### src/rtl/pencoder_seq.sv
// rtl/pencoder_seq.sv - sequential MSB-first priority encoder with valid/ready handshake
//
// Optional feature macro: PENC_ZERO_TOKEN_EN (a zero mask emits one out_zero beat).
//
// Ports:
//   clk        clock, rising edge
//   reset      synchronous active-high reset
//   in_valid   a mask is offered
//   in_ready   block accepts a mask this cycle
//   in_mask    WIDTH-bit mask to encode
//   out_valid  out_idx/out_seq/out_last hold a valid beat
//   out_ready  consumer takes the beat
//   out_idx    MSB-relative index of the leading one (bit WIDTH-1 -> 0)
//   out_seq    ordinal of this beat within the current mask
//   out_last   final beat of the current mask
//   out_zero   zero-mask token beat (PENC_ZERO_TOKEN_EN only)
//   busy       FSM is in BUSY
module pencoder_seq #(
  parameter int WIDTH = 8,
  localparam int IDX_W = $clog2(WIDTH),
  localparam int CNT_W = $clog2(WIDTH + 1)
) (
  input  logic             clk,
  input  logic             reset,
  input  logic             in_valid,
  output logic             in_ready,
  input  logic [WIDTH-1:0] in_mask,
  output logic             out_valid,
  input  logic             out_ready,
  output logic [IDX_W-1:0] out_idx,
  output logic [CNT_W-1:0] out_seq,
  output logic             out_last,
`ifdef PENC_ZERO_TOKEN_EN
  output logic             out_zero,
`endif
  output logic             busy
);

  typedef enum logic {IDLE, BUSY} state_t;

  state_t           state;
  logic [WIDTH-1:0] work_mask;
  logic [CNT_W-1:0] seq;
`ifdef PENC_ZERO_TOKEN_EN
  logic             zero_tok;
`endif

  logic [IDX_W-1:0] lead_pos;
  logic [WIDTH-1:0] lead_oh;
  logic             has_bits;
  logic             one_hot;
  logic             fire;
  logic             accept;

  // Leading-one finder: the loop runs upward so the highest set bit wins.
  always_comb begin
    lead_pos = '0;
    lead_oh  = '0;
    for (int i = 0; i < WIDTH; i++) begin
      if (work_mask[i]) begin
        lead_pos   = IDX_W'(i);
        lead_oh    = '0;
        lead_oh[i] = 1'b1;
      end
    end
  end

  assign has_bits = (work_mask != '0);
  assign one_hot  = has_bits && ((work_mask & (work_mask - WIDTH'(1))) == '0);

  // All outputs are forced to their reset values while reset is high,
  // not just from the edge after it is sampled.
  assign busy      = (state == BUSY) && !reset;
  assign out_valid = busy;
  assign out_idx   = (busy && has_bits) ? (IDX_W'(WIDTH - 1) - lead_pos) : '0;
  assign out_seq   = busy ? seq : '0;
`ifdef PENC_ZERO_TOKEN_EN
  assign out_last  = busy && (one_hot || zero_tok);
  assign out_zero  = busy && zero_tok;
`else
  assign out_last  = busy && one_hot;
`endif

  // Accepting on the last-beat cycle lets masks run back to back with no bubble;
  // this makes in_ready combinationally dependent on out_ready.
  assign in_ready = !reset && ((state == IDLE) || (busy && out_last && out_ready));
  assign fire     = busy && out_ready;
  assign accept   = in_ready && in_valid;

  always_ff @(posedge clk) begin
    if (reset) begin
      state     <= IDLE;
      work_mask <= '0;
      seq       <= '0;
`ifdef PENC_ZERO_TOKEN_EN
      zero_tok  <= 1'b0;
`endif
    end else begin
      if (fire) begin
        work_mask <= work_mask & ~lead_oh;
        seq       <= seq + CNT_W'(1);
`ifdef PENC_ZERO_TOKEN_EN
        zero_tok  <= 1'b0;
`endif
        if (out_last) begin
          state <= IDLE;
        end
      end
      // A new mask overrides the completion update from the same cycle.
      if (accept) begin
        work_mask <= in_mask;
        seq       <= '0;
`ifdef PENC_ZERO_TOKEN_EN
        zero_tok  <= (in_mask == '0);
        state     <= BUSY;
`else
        state     <= (in_mask == '0) ? IDLE : BUSY;
`endif
      end
    end
  end

endmodule

### config.mk
export PLATFORM = sky130hd
export DESIGN_NAME = pencoder_seq
export DESIGN_NICKNAME = d
export VERILOG_FILES = /design/src/rtl/pencoder_seq.sv
export SDC_FILE = /design/constraint.sdc
export NUM_CORES = 1
export LEC_CHECK = 0
export ABC_CLOCK_PERIOD_IN_PS = 1600
export CORE_UTILIZATION = 35
export CTS_CLUSTER_DIAMETER = 120
export DETAILED_ROUTE_END_ITERATION = 6
export SLEW_MARGIN = 40
export SYNTH_ARGS = -nofsm -noshare
export SYNTH_HDL_FRONTEND = slang
export SYNTH_SLANG_ARGS = --single-unit
### constraint.sdc
create_clock -name clk -period 1.6 [get_ports clk]
set_input_delay 0.32 -clock clk [delete_from_list [all_inputs] [get_ports clk]]
set_output_delay 0.32 -clock clk [all_outputs]
set_load 0.02 [all_outputs]
* Word-level counts from Yosys, hierarchy flattened
Cells that the tools add are included.
** Storage, ports and cells
- Bits in registers :: 13
- Output and inout port bits :: 11
- Logic and storage cells :: 51
** Operators by class
- Muxes and demuxes :: 23
- Bitwise gates (word level) :: 4
- Add/subtract/negate cells :: 3
- Reductions and logical operators :: 18
** Operators by type and width (number)
- $mux W8 :: 8
- $mux W3 :: 7
- $and A8 B8 Y8 :: 2
- $logic_not A8 Y1 :: 2
- $logic_and A1 B1 Y1 :: 9
- $not A8 Y8 :: 1
- $reduce_bool A8 Y1 :: 1
- $sub A8 B1 Y8 const B :: 1
- $mux W1 :: 6
- $add A4 B1 Y4 const B :: 1
- $mux W4 :: 1
- $reduce_bool A2 Y1 :: 2
- $sub A3 B3 Y3 const A :: 1
- $mux W2 :: 1
- $reduce_and A2 Y1 :: 1
- $reduce_or A2 Y1 :: 1
- $logic_not A1 Y1 :: 1
- $logic_or A1 B1 Y1 :: 1
- $not A1 Y1 :: 1

* Depth between registers and ports, before layout
Gate-level depths: netlist of run 1.
- Depth in word-level cells :: 12
- Gate-level depth with buffers :: 6
- Depth with buffers taken out :: 6

* Worst setup path before layout of run 1
No wires, ideal clock.
- Path kind :: register -> output
- Start point :: register work_mask[6]
- End point :: output port in_ready
- Arrival :: 1.346 ns
- Stages on the path, launching flop included :: 6
- Path buffers :: 0
- Required time :: 1.280 ns
- Path slack :: -0.066 ns
- Cells stage by stage :: dfxtp_1 -> nor4_1 -> o211ai_1 -> nand3_2 -> a31oi_1 -> nor2_1
** On the way
- Longest elaborated chain between the ends :: 9
- Elaborated cells on any way between the ends :: 10
- Those cells by class :: 1 x add/sub; 1 x bitwise; 8 x reduce/logical
** Ends and longest elaborated chain
- from (decl) :: RTL line 42 : logic [WIDTH-1:0] work_mask;
- from (signal assigned) :: RTL line 100 : work_mask <= work_mask & ~lead_oh;
- from (signal assigned) :: RTL line 111 : work_mask <= in_mask;
- $sub A8 B1 Y8 :: RTL line 69 : assign one_hot = has_bits && ((work_mask & (work_mask - WIDTH'(1))) == '0);
- $and A8 B8 Y8 :: RTL line 69
- $logic_not A8 Y1 :: RTL line 69
- $logic_and A1 B1 Y1 (*) :: RTL line 69
- $logic_and A1 B1 Y1 (*) :: RTL line 81 : assign out_last = busy && one_hot;
- $logic_and A1 B1 Y1 (*) (2 in series) :: RTL line 86 : assign in_ready = !reset && ((state == IDLE) || (busy && out_last && out_ready));
- $logic_or A1 B1 Y1 (*) :: RTL line 86
- $logic_and A1 B1 Y1 (*) :: RTL line 86
- to (decl) :: RTL line 26 : output logic in_ready,
Every way passes the cells marked *; elsewhere a longest branch is shown, timed or not.

* Worst setup path in the final report of run 1
Same ends and word-level chain as after synthesis.

==> flow_metrics.py, run 1 <==
metrics = {
    "status": {
        "outcome": "finished, violations left",
        "failing_checks": "setup timing",
    },
    "setup_path": {
        "cp_max_fo": 3,
        "timing.critical_path.required_ps": 1280,
        "end_kind": "output pin",
        "critical-path-slowest-cell": "sky130_fd_sc_hd__dfxtp_2",
        "worst_r2r_path_depth": 8,
        "critical_r2r_launch": "work_mask[6]$_SDFFE_PP0P_",
        "path_cells": "nor4_4 -> o211ai_1 -> nand3_2 -> a31oi_4 -> nor2_2 -> buf_6",
        "cpLargestDelayFamily": "simple AND/OR/NAND/NOR gates",
        "r2r_end": "work_mask[5]$_SDFFE_PP0P_",
        "kind_of_start_point_of_the_critical_path": "flip-flop",
        "critPathArrivalTime_ps": 1570,
        "cpPeakStageDelay_ps": 350,
        "regToRegSetupSlack_ps": -210,
        "critPathBufInv": 1,
        "timing.setup.critical_path_class": "reg2out",
    },
    "floorplanning": {
        "number_of_core_rows": 16,
        "core_area_um2": 2040,
        "floorplan.die.width_um": 49.7,
        "initial_utilization_pct": 39.0,
        "ioPinCount": 23,
        "die_area_um2": 2470,
        "height_of_the_die_um": 49.7,
    },
    "timing": {
        "grt_setup_unrepaired": "true",
        "slew_violations": 0,
        "post_route_worst_setup_slack_ps": -288,
        "timing_hold_violations_final": 0,
        "worst_case_hold_slack_ps": 502,
        "setup_viol": 16,
        "finalClockSkew_ps": 0.336,
        "relSlewSlack_pct": 77.5,
        "min_period_ps": 1890,
        "final.period_utilization_pct": 118,
        "tightest_slew_ps": 335,
        "achievable-frequency_mhz": 530,
    },
    "global_routing": {
        "globalRouteTotalUtil_pct": 23.9,
        "grt_start_max_net_pins": 11,
        "grt_first_pass_wirelength_um": 4480,
        "grt_antenna_before_repair": 0,
        "grt-ovfl-total": 0,
        "first_global_vias": 1006,
    },
    "place": {
        "placedCellCount": 171,
        "dpl_cell_area_um2": 1240,
        "dp.final_hpwl_um": 1920,
        "place.gp.congestion": 0.870,
        "placement.io_buffers": 22,
    },
    "drt": {
        "remaining_drc_errors": 0,
        "vias": 998,
        "routed_wirelength_um": 2680,
        "drt-pass1-iter-count": 4,
        "dr.first_iter.drc_count": 27,
        "drt.antenna.violating_nets": 0,
        "via_to_cell_ratio": 5.51,
        "detail_route.wl_per_cell_um": 14.8,
    },
    "synth": {
        "synth.distinct_cells": 37,
        "postSynthRegisterBits": 13,
        "synth.yosys.seq_area_share_pct": 32.7,
        "count_of_mapped_cells_out_of_synthesis": 98,
        "synthesis.nets": 111,
        "post_synth_instance_area_um2": 796,
        "syn-mean-instance-area_um2": 8.12,
        "ys.warnings.count": 0,
    },
    "run": {
        "drv_cap": 0,
    },
    "cts": {
        "cts-buffers-inserted": 3,
        "clock_tree.root_cell": "sky130_fd_sc_hd__clkbuf_4",
        "cts_tree": "yes",
        "hold_buffers": 0,
        "htree_num_levels": 1,
        "later_pin_clock_latency_in_the_skew_report_ps": 270,
        "clk_transition_reported_paths_ps": 80,
        "ctsLongestPathBuffers": 2,
        "clock-sinks": 13,
    },
    "power_and_ir_drop": {
        "vdd.ir_drop.worst_v": 0.000516,
        "power_leakage_nw": 0.586,
        "pwr_density_cell_nw_per_um2": 687,
    },
    "min_path": {
        "holdCritPathClass": "reg2reg",
        "worst_hold_path.num_cells": 2,
        "hold_path.startpoint": "seq[1]$_SDFFE_PP0P_",
        "endpoint_with_the_worst_hold_slack": "seq[1]$_SDFFE_PP0P_",
    },
    "cells_and_area": {
        "flow.area_growth_from_synthesis_pct": 77.7,
        "finalNonFillerCells": 181,
        "layout-drive-gt1-share_pct": 51.3,
        "finish.net_count": 168,
        "diodes_inserted": 0,
        "postLayoutCellArea_um2": 1410,
    },
}
[worst min-delay path: stages, from the launching register on]
cell and delay, ps:
sky130_fd_sc_hd__dfxtp_1 340, sky130_fd_sc_hd__nand2_1 70, sky130_fd_sc_hd__a21oi_1 50
[power breakdown]
part	switching, W	internal, W	leakage, nW
registers	0.0000252	0.000343	0.110
clock network	0.000111	0.0000965	0.0150
logic	0.000183	0.000212	0.461
total	0.000320	0.000652	0.586
[cells by family after synthesis]
family	count (synthesis)	synth area share, %
flops	13	32.7
xor+xnor	3	3.30
compound gates	31	28.3
simple gates	42	28.9
fa+ha+maj	1	1.57
mux	1	1.26
buf+inv	7	3.93
[area by class of cell]
type	count	area, µm²
Sequential cell	13	275
Timing Repair Buffer	55	458
Clock buffer	4	26.3
Multi-Input combinational cell	78	606
Tap cell	27	33.8
Fill cell	174	628
Inverter	4	15.0
[per-layer routing]
layer | global-route usage, % | share of wire, % | wire length (µm) | vias to the layer above
met2 | 41.9 | 49 | 1330 | 34
li1 | - | - | - | 489
met5 | 0 | 0 | 0 | -
met4 | 8.57 | 1.3 | 36 | 0
met3 | 2.78 | 5.4 | 145 | 6
met1 | 29.6 | 44 | 1170 | 469
[cells in the mapped netlist]
cell | number | area, µm²
sky130_fd_sc_hd__nand4_1 | 1 | 6.26
sky130_fd_sc_hd__buf_4 | 1 | 7.51
sky130_fd_sc_hd__inv_1 | 3 | 11.3
sky130_fd_sc_hd__and3_2 | 6 | 45.0
sky130_fd_sc_hd__nor4_1 | 4 | 25.0
sky130_fd_sc_hd__and3_1 | 1 | 6.26
sky130_fd_sc_hd__a31oi_1 | 1 | 6.26
sky130_fd_sc_hd__dfxtp_1 | 13 | 260
sky130_fd_sc_hd__xor2_1 | 2 | 17.5
sky130_fd_sc_hd__mux2i_1 | 1 | 10.0
sky130_fd_sc_hd__nor2_4 | 1 | 11.3
sky130_fd_sc_hd__or3_1 | 1 | 6.26
sky130_fd_sc_hd__a21oi_1 | 6 | 30.0
sky130_fd_sc_hd__nor2b_1 | 3 | 18.8
sky130_fd_sc_hd__ha_1 | 1 | 12.5
sky130_fd_sc_hd__buf_2 | 1 | 5.00
sky130_fd_sc_hd__o211ai_1 | 2 | 15.0
sky130_fd_sc_hd__o22ai_1 | 1 | 6.26
sky130_fd_sc_hd__nand3_1 | 7 | 35.0
sky130_fd_sc_hd__o2bb2ai_1 | 4 | 35.0
sky130_fd_sc_hd__a21boi_0 | 1 | 7.51
sky130_fd_sc_hd__o21bai_1 | 1 | 7.51
sky130_fd_sc_hd__o21ai_1 | 1 | 5.00
sky130_fd_sc_hd__nor2_2 | 1 | 6.26
sky130_fd_sc_hd__a32o_1 | 3 | 30.0
sky130_fd_sc_hd__nand3_2 | 1 | 10.0
sky130_fd_sc_hd__a22oi_1 | 1 | 7.51
sky130_fd_sc_hd__clkbuf_1 | 1 | 3.75
sky130_fd_sc_hd__o21a_1 | 1 | 7.51
sky130_fd_sc_hd__a41o_1 | 2 | 20.0
sky130_fd_sc_hd__inv_2 | 1 | 3.75
sky130_fd_sc_hd__nand2_1 | 7 | 26.3
sky130_fd_sc_hd__nor2_1 | 9 | 33.8
sky130_fd_sc_hd__o21ai_0 | 4 | 20.0
sky130_fd_sc_hd__xnor2_1 | 1 | 8.76
sky130_fd_sc_hd__a41oi_1 | 2 | 17.5
sky130_fd_sc_hd__a311o_1 | 1 | 10.0
[what timing repair did]
item                       4_1_cts  5_1_grt
setup endpoints to repair       21       24
hold endpoints to repair         0        0
pin swaps                        6        2
setup buffers                    6        1
gates resized for setup         75        9
gates cloned                     0        0
[through the flow]
step,setup slack [ps],util (%),total power (W),TNS [ps]
2_1_floorplan,4.11,-,0.000508,0
6_report,-288,69.2,0.000972,-2100
4_1_cts,-287,69.2,0.000953,-1110
3_3_place_gp,-533,60.7,0.000673,-8950
3_5_place_dp,-574,60.7,0.000676,-9820
5_1_grt,-383,69.2,0.00103,-3500
[flip-flops by register name, indices dropped and copies added, names as in the netlist]
register   cells
seq            4
work_mask      8
state          1
[worst max-delay path by stage]
stage	from	to	slack, ps	cells past startpoint
detailed placement	reset	out_idx[1]	-570	5
finish	work_mask[6]$_SDFFE_PP0P_	in_ready	-290	6
CTS	work_mask[6]$_SDFFE_PP0P_	in_ready	-290	8
floorplan	state$_SDFFE_PP0P_	work_mask[1]$_SDFFE_PP0P_	4	5
global placement	work_mask[0]$_SDFFE_PP0P_	in_ready	-530	6
global route	work_mask[6]$_SDFFE_PP0P_	in_ready	-380	8
[placed cells by master (no fill, tap or decap), drive strengths merged, types with 2 or more instances in the layout]
cell type,synthesis,routed
a21oi,6,6
a32o,3,3
a41o,2,2
a41oi,2,2
and3,7,7
buf,2,39
clkbuf,1,8
clkdlybuf4s15,0,2
clkdlybuf4s50,0,10
dfxtp,13,13
inv,4,4
nand2,7,7
nand3,8,8
nor2,11,11
nor2b,3,3
nor4,4,4
o211ai,2,2
o21ai,5,5
o2bb2ai,4,4
xor2,2,2
(Power assumes the default switching activity.)
==> run 2: changes to the inputs <==
--- a/config.mk
+++ b/config.mk
@@ -5,7 +5,7 @@
 export SDC_FILE = /design/constraint.sdc
 export NUM_CORES = 1
 export LEC_CHECK = 0
-export ABC_CLOCK_PERIOD_IN_PS = 1600
+export CORE_ASPECT_RATIO = 1.5
 export CORE_UTILIZATION = 35
 export CTS_CLUSTER_DIAMETER = 120
 export DETAILED_ROUTE_END_ITERATION = 6
==> flow_metrics.py, run 2 (synthesized netlist as in run 1, its figures left out) <==
metrics = {
    "cells_and_area": {
        "area_of_the_multi_input_gates_um2": 659,
        "final_common_cell": "sky130_fd_sc_hd__buf_4",
        "top_register": "work_mask",
        "diodes_inserted": 0,
        "finalNonFillerCells": 184,
        "flow.area_growth_from_synthesis_pct": 94.0,
        "final.fill_count": 172,
        "layout-drive-gt1-share_pct": 56.8,
        "layout_common_cells": "33 x sky130_fd_sc_hd__buf_4, 12 x sky130_fd_sc_hd__buf_6, 10 x sky130_fd_sc_hd__clkdlybuf4s50_1",
        "largest_register_ff_count": 8,
        "area_taken_by_flip_flops_and_latches_um2": 277,
        "largestRegisters": "work_mask: 8 flops, seq: 4 flops, state: 1 flops",
        "postLayoutCellArea_um2": 1540,
        "finish.net_count": 176,
    },
    "run": {
        "drv_cap": 0,
    },
    "cts": {
        "cts-buffers-inserted": 3,
        "clock_tree.root_cell": "sky130_fd_sc_hd__clkbuf_4",
        "later_pin_clock_latency_in_the_skew_report_ps": 280,
        "clk_transition_reported_paths_ps": 90,
        "clock-sinks": 13,
        "cts_tree": "yes",
        "ctsLongestPathBuffers": 2,
        "hold_buffers": 0,
        "htree_num_levels": 1,
    },
    "setup_path": {
        "cpLargestDelayFamily": "simple AND/OR/NAND/NOR gates",
        "crit_path_start": "work_mask[6]$_SDFFE_PP0P_",
        "critPathArrivalTime_ps": 1610,
        "end_kind": "output pin",
        "timing.critical_path.required_ps": 1280,
        "worst_r2r_path_depth": 10,
        "cpPeakStageDelay_ps": 380,
        "critPathBufInv": 1,
        "cp_max_fo": 3,
        "kind_of_start_point_of_the_critical_path": "flip-flop",
        "timing.setup.critical_path_class": "reg2out",
        "critical-path-slowest-cell": "sky130_fd_sc_hd__dfxtp_4",
        "critical_r2r_launch": "work_mask[6]$_SDFFE_PP0P_",
        "r2r_end": "work_mask[3]$_SDFFE_PP0P_",
        "path_cells": "nor4_4 -> o211ai_1 -> nand3_2 -> a31oi_4 -> nor2_2 -> buf_6",
        "regToRegSetupSlack_ps": -290,
    },
    "power_and_ir_drop": {
        "power_switching_share_pct": 34.4,
        "power.net_switching_w": 0.000361,
        "p_comb_share_pct": 44.6,
        "internal_portion_of_total_power_w": 0.000687,
        "vdd.ir_drop.worst_v": 0.000423,
        "pwr_density_cell_nw_per_um2": 678,
        "share_clk_of_total_power_pct": 20.4,
        "power_leakage_nw": 0.635,
        "power_frac_seq_pct": 35.0,
    },
    "drt": {
        "routed_wirelength_um": 3260,
        "dr.first_iter.drc_count": 31,
        "detail_route.wl_per_cell_um": 17.7,
        "vias": 1052,
        "drt.antenna.violating_nets": 0,
        "via_to_cell_ratio": 5.72,
        "drt-pass1-iter-count": 4,
        "remaining_drc_errors": 0,
    },
    "floorplanning": {
        "height_of_the_die_um": 60.4,
        "floorplan.die.width_um": 40.9,
        "ioPinCount": 23,
        "core_area_um2": 2080,
        "number_of_core_rows": 20,
        "initial_utilization_pct": 38.3,
        "die_area_um2": 2470,
    },
    "place": {
        "placement.io_buffers": 22,
        "place.gp.congestion": 0.848,
        "placedCellCount": 169,
        "dp.final_hpwl_um": 2050,
        "dpl_cell_area_um2": 1250,
        "dp_worst_setup_slack_ps": -540,
    },
    "min_path": {
        "hold_path.startpoint": "reset",
        "endpoint_with_the_worst_hold_slack": "work_mask[7]$_SDFFE_PP0P_",
        "holdCritPathClass": "in2reg",
        "worst_hold_path.num_cells": 2,
    },
    "timing": {
        "timing_hold_violations_final": 0,
        "relSlewSlack_pct": 81.6,
        "post_route_worst_setup_slack_ps": -334,
        "final.period_utilization_pct": 121,
        "grt_setup_unrepaired": "true",
        "worst_case_hold_slack_ps": 287,
        "slew_violations": 0,
        "setup_viol": 17,
        "min_period_ps": 1930,
        "achievable-frequency_mhz": 517,
        "finalClockSkew_ps": 11.7,
        "tightest_slew_ps": 275,
    },
    "global_routing": {
        "grt_start_max_net_pins": 11,
        "grt-ovfl-total": 0,
        "first_global_vias": 1019,
        "grt_antenna_before_repair": 0,
        "grt_first_pass_wirelength_um": 4690,
        "globalRouteTotalUtil_pct": 27.8,
    },
    "status": {
        "failing_checks": "setup timing",
        "outcome": "finished, violations left",
    },
}
-- run 2: cell count changes in the layout (fill, tap and decap cells not counted), sizes merged --
cell | previous run | this run
clkdlybuf4s15 | 2 | 3
buf | 39 | 47
clkbuf | 8 | 7
-- run 2: worst max path at each step --
stage / end / slack, ps / depth (start not counted)
after global routing: in_ready / -400 / 6
after global placement: out_idx[2] / -520 / 5
final: in_ready / -330 / 6
after floorplan: work_mask[1]$_SDFFE_PP0P_ / 4 / 5
after CTS: in_ready / -260 / 6
after detailed placement: out_idx[2] / -540 / 5
-- run 2: repair_timing --
item                                    CTS  global route
endpoints found under the hold margin     0             0
resized for setup                        80            18
pin swaps                                 6             9
endpoints found under the setup margin   21            22
buffers inserted                          9             7
gates cloned                              0             0
-- run 2: final cells by class --
| cell class | count | share of cell area, % |
|---|---|---|
| Sequential cell | 13 | 17.9 |
| Clock buffer | 4 | 1.70 |
| Inverter | 4 | 0.972 |
| Timing Repair Buffer | 63 | 34.9 |
| Tap cell | 22 | 1.78 |
| Multi-Input combinational cell | 78 | 42.7 |
-- run 2: stage by stage --
step                power (W)  setup TNS (ps)  util (%)
floorplan            0.000508               0         -
global placement     0.000680           -8650      60.4
detailed placement   0.000680           -8850      60.4
CTS                  0.000992           -1620      72.0
global route          0.00109           -4880      74.3
finish                0.00105           -3860      74.3
-- run 2: power groups by stage --
stage / sequential (W) / clock, W / combinational, W
6_report: 0.000367 / 0.000214 / 0.000467
5_1_grt: 0.000369 / 0.000226 / 0.000495
4_1_cts: 0.000363 / 0.000217 / 0.000412
3_5_place_dp: 0.000364 / 0 / 0.000315
3_3_place_gp: 0.000364 / 0 / 0.000316
2_1_floorplan: 0.000368 / 0 / 0.000140
-- run 2: layer usage --
metal	up-vias	share of wire [%]	track usage, %	wire [µm]
li1	505	-	-	-
met1	507	40	30.7	1300
met2	35	54	50.4	1770
met3	5	3.3	3.66	108
met4	0	2.2	10.0	70
met5	-	0	0	0
==> run 3: changes to the inputs <==
--- a/config.mk
+++ b/config.mk
@@ -5,6 +5,7 @@
 export SDC_FILE = /design/constraint.sdc
 export NUM_CORES = 1
 export LEC_CHECK = 0
+export ABC_AREA = 1
 export CORE_ASPECT_RATIO = 1.5
 export CORE_UTILIZATION = 35
 export CTS_CLUSTER_DIAMETER = 120
==> flow_metrics.py, run 3 <==
metrics = {
    "status": {
        "outcome": "finished, violations left",
        "failing_checks": "setup timing",
    },
    "global_routing": {
        "grt_antenna_before_repair": 0,
        "first_global_vias": 1111,
        "grt-ovfl-total": 0,
        "grt_start_max_net_pins": 11,
        "grt_first_pass_wirelength_um": 4600,
        "globalRouteTotalUtil_pct": 21.2,
    },
    "power_and_ir_drop": {
        "total_power_w": 0.000959,
        "vdd.ir_drop.worst_v": 0.000521,
        "power_leakage_nw": 0.741,
        "pwr_density_cell_nw_per_um2": 600,
    },
    "cells_and_area": {
        "largest_register_ff_count": 8,
        "layout-drive-gt1-share_pct": 47.5,
        "diodes_inserted": 0,
        "flow.area_growth_from_synthesis_pct": 66.7,
        "top_register": "work_mask",
        "largestRegisters": "work_mask: 8 flops, seq: 4 flops, state: 1 flops",
        "layout_common_cells": "33 x sky130_fd_sc_hd__buf_4, 22 x sky130_fd_sc_hd__nand2_1, 17 x sky130_fd_sc_hd__inv_1",
        "final_common_cell": "sky130_fd_sc_hd__buf_4",
        "finish.net_count": 216,
    },
    "floorplanning": {
        "number_of_core_rows": 22,
        "floorplan.die.width_um": 44.7,
        "ioPinCount": 23,
        "initial_utilization_pct": 37.8,
        "height_of_the_die_um": 66.1,
        "core_area_um2": 2530,
        "die_area_um2": 2960,
    },
    "drt": {
        "drt-pass1-iter-count": 4,
        "vias": 1146,
        "detail_route.wl_per_cell_um": 12.1,
        "wl_met3_um": 85,
        "dr.first_iter.drc_count": 21,
        "drt.antenna.violating_nets": 0,
        "via_to_cell_ratio": 4.82,
        "uppermost_metal_layer_occupied_by_signal_nets": "met4",
        "wl_met2_um": 1630,
        "routed_wirelength_um": 2870,
        "met1_wire_length_um": 1070,
        "remaining_drc_errors": 0,
    },
    "synth": {
        "synth.most_common_cell": "sky130_fd_sc_hd__nand2_1",
        "ys.warnings.count": 0,
        "synthesis.nets": 159,
        "yosys.area.top_type_share_pct": 27.2,
        "post-synth-top-area-cell": "sky130_fd_sc_hd__dfxtp_1",
        "syn-mean-instance-area_um2": 6.56,
        "synth.distinct_cells": 30,
        "post_synth_instance_area_um2": 958,
        "synth.top_cells.by_area": "sky130_fd_sc_hd__dfxtp_1 27%, sky130_fd_sc_hd__nand2_1 13%, sky130_fd_sc_hd__inv_1 7.8%, sky130_fd_sc_hd__nand3_1 7.3%, sky130_fd_sc_hd__a21oi_1 6.8%",
        "count_of_mapped_cells_out_of_synthesis": 146,
        "postSynthRegisterBits": 13,
        "edff_count_synth": 0,
        "ys.flop_type": "sky130_fd_sc_hd__dfxtp_1",
        "async_reset_ff_share_pct": 0,
        "yosys-top-cells-count": "32 x sky130_fd_sc_hd__nand2_1, 20 x sky130_fd_sc_hd__inv_1, 14 x sky130_fd_sc_hd__nand3_1, 14 x sky130_fd_sc_hd__nor2_1",
        "synth.yosys.seq_area_share_pct": 27.2,
    },
    "timing": {
        "setup_viol": 17,
        "timing_hold_violations_final": 0,
        "finalClockSkew_ps": 8.11,
        "final.period_utilization_pct": 115,
        "achievable-frequency_mhz": 543,
        "tightest_slew_ps": 360,
        "worst_case_hold_slack_ps": 532,
        "post_route_worst_setup_slack_ps": -242,
        "relSlewSlack_pct": 75.7,
        "min_period_ps": 1840,
        "grt_setup_unrepaired": "true",
        "slew_violations": 0,
    },
    "cts": {
        "ctsLongestPathBuffers": 2,
        "cts-buffers-inserted": 3,
        "clock_tree.root_cell": "sky130_fd_sc_hd__clkbuf_4",
        "clock-sinks": 13,
        "later_pin_clock_latency_in_the_skew_report_ps": 280,
        "htree_num_levels": 1,
        "clk_transition_reported_paths_ps": 80,
        "cts_tree": "yes",
    },
    "setup_path": {
        "path_cells": "nor2_4 -> nand2_4 -> o21ai_4 -> nand4_4 -> a21oi_2 -> buf_4",
        "end_kind": "output pin",
        "timing.critical_path.required_ps": 1280,
        "timing.setup.critical_path_class": "reg2out",
        "critPathArrivalTime_ps": 1520,
        "cpPeakStageDelay_ps": 350,
        "kind_of_start_point_of_the_critical_path": "flip-flop",
        "regToRegSetupSlack_ps": -200,
        "critPathBufInv": 1,
        "cp_max_fo": 3,
        "cpLargestDelayFamily": "simple AND/OR/NAND/NOR gates",
        "critical-path-slowest-cell": "sky130_fd_sc_hd__dfxtp_2",
    },
    "min_path": {
        "holdCritPathClass": "reg2reg",
    },
    "place": {
        "dp.final_hpwl_um": 2000,
        "place.gp.congestion": 0.817,
        "placement.io_buffers": 22,
    },
    "run": {
        "drv_cap": 0,
    },
}
==> run 3: final cells by class <==
| cell class | instances | area (µm²) |
|---|---|---|
| Fill cell | 246 | 935 |
| Sequential cell | 13 | 280 |
| Inverter | 23 | 87.6 |
| Timing Repair Buffer | 56 | 448 |
| Clock buffer | 4 | 26.3 |
| Multi-Input combinational cell | 106 | 711 |
| Tap cell | 36 | 45.0 |
==> run 3: path summary, 6_finish.rpt <==
| check | startpoint | endpoint | cells past startpoint |
|---|---|---|---|
| min | seq[3]$_SDFFE_PP0P_ | seq[3]$_SDFFE_PP0P_ | 2 |
| max reg2reg | work_mask[0]$_SDFFE_PP0P_ | seq[1]$_SDFFE_PP0P_ | 11 |
| max | work_mask[0]$_SDFFE_PP0P_ | in_ready | 6 |
| min reg2reg | seq[3]$_SDFFE_PP0P_ | seq[3]$_SDFFE_PP0P_ | 2 |
==> run 3: timing repair <==
| action | 4_1_cts | 5_1_grt |
|---|---|---|
| buffers inserted | 5 | 2 |
| setup endpoints to repair | 23 | 24 |
| cloned | 1 | 0 |
| pin swaps | 9 | 11 |
| gates resized for setup | 74 | 26 |
| hold buffers | 0 | 0 |
==> run 3: per-layer routing <==
layer / vias up / GRT usage [%]
li1: 589 / -
met5: - / 0
met4: 0 / 11.0
met3: 8 / 2.73
met2: 25 / 39.7
met1: 524 / 21.9
==> run 3: cells by family after synthesis <==
| kind of cell | share of synthesized area, % |
|---|---|
| AO/OA/AOI/OAI | 12.8 |
| flip-flops | 27.2 |
| adder cells (fa/ha/maj) | 1.31 |
| XOR/XNOR | 1.83 |
| AND/OR/NAND/NOR | 44.4 |
| buffers and inverters | 12.5 |
==> run 3: tightest hold or removal path, delay by kind of cell, from the launching register on <==
kind             cells  cell delay [ps]
flip-flops           1              350
AND/OR/NAND/NOR      1               80
XOR/XNOR             1               70
==> run 3: report_power, final <==
| part | total (W) | internal (W) | switching, W |
|---|---|---|---|
| Clock | 0.000206 | 0.0000968 | 0.000109 |
| Combinational | 0.000391 | 0.000188 | 0.000202 |
| Sequential | 0.000362 | 0.000339 | 0.0000227 |
==> run 3: metrics by stage <==
stage               worst slack, ps  cell area [µm²]  cells  TNS, ps  utilization, %
finish                         -242             1600    238    -2340            63.1
global route                   -320             1600    238    -3870            63.1
CTS                            -267             1590    238    -3350            62.6
detailed placement             -764             1410    228   -11100            55.8
global placement               -755             1410    228   -10610            55.8
floorplan                     0.927              963    146        0               -
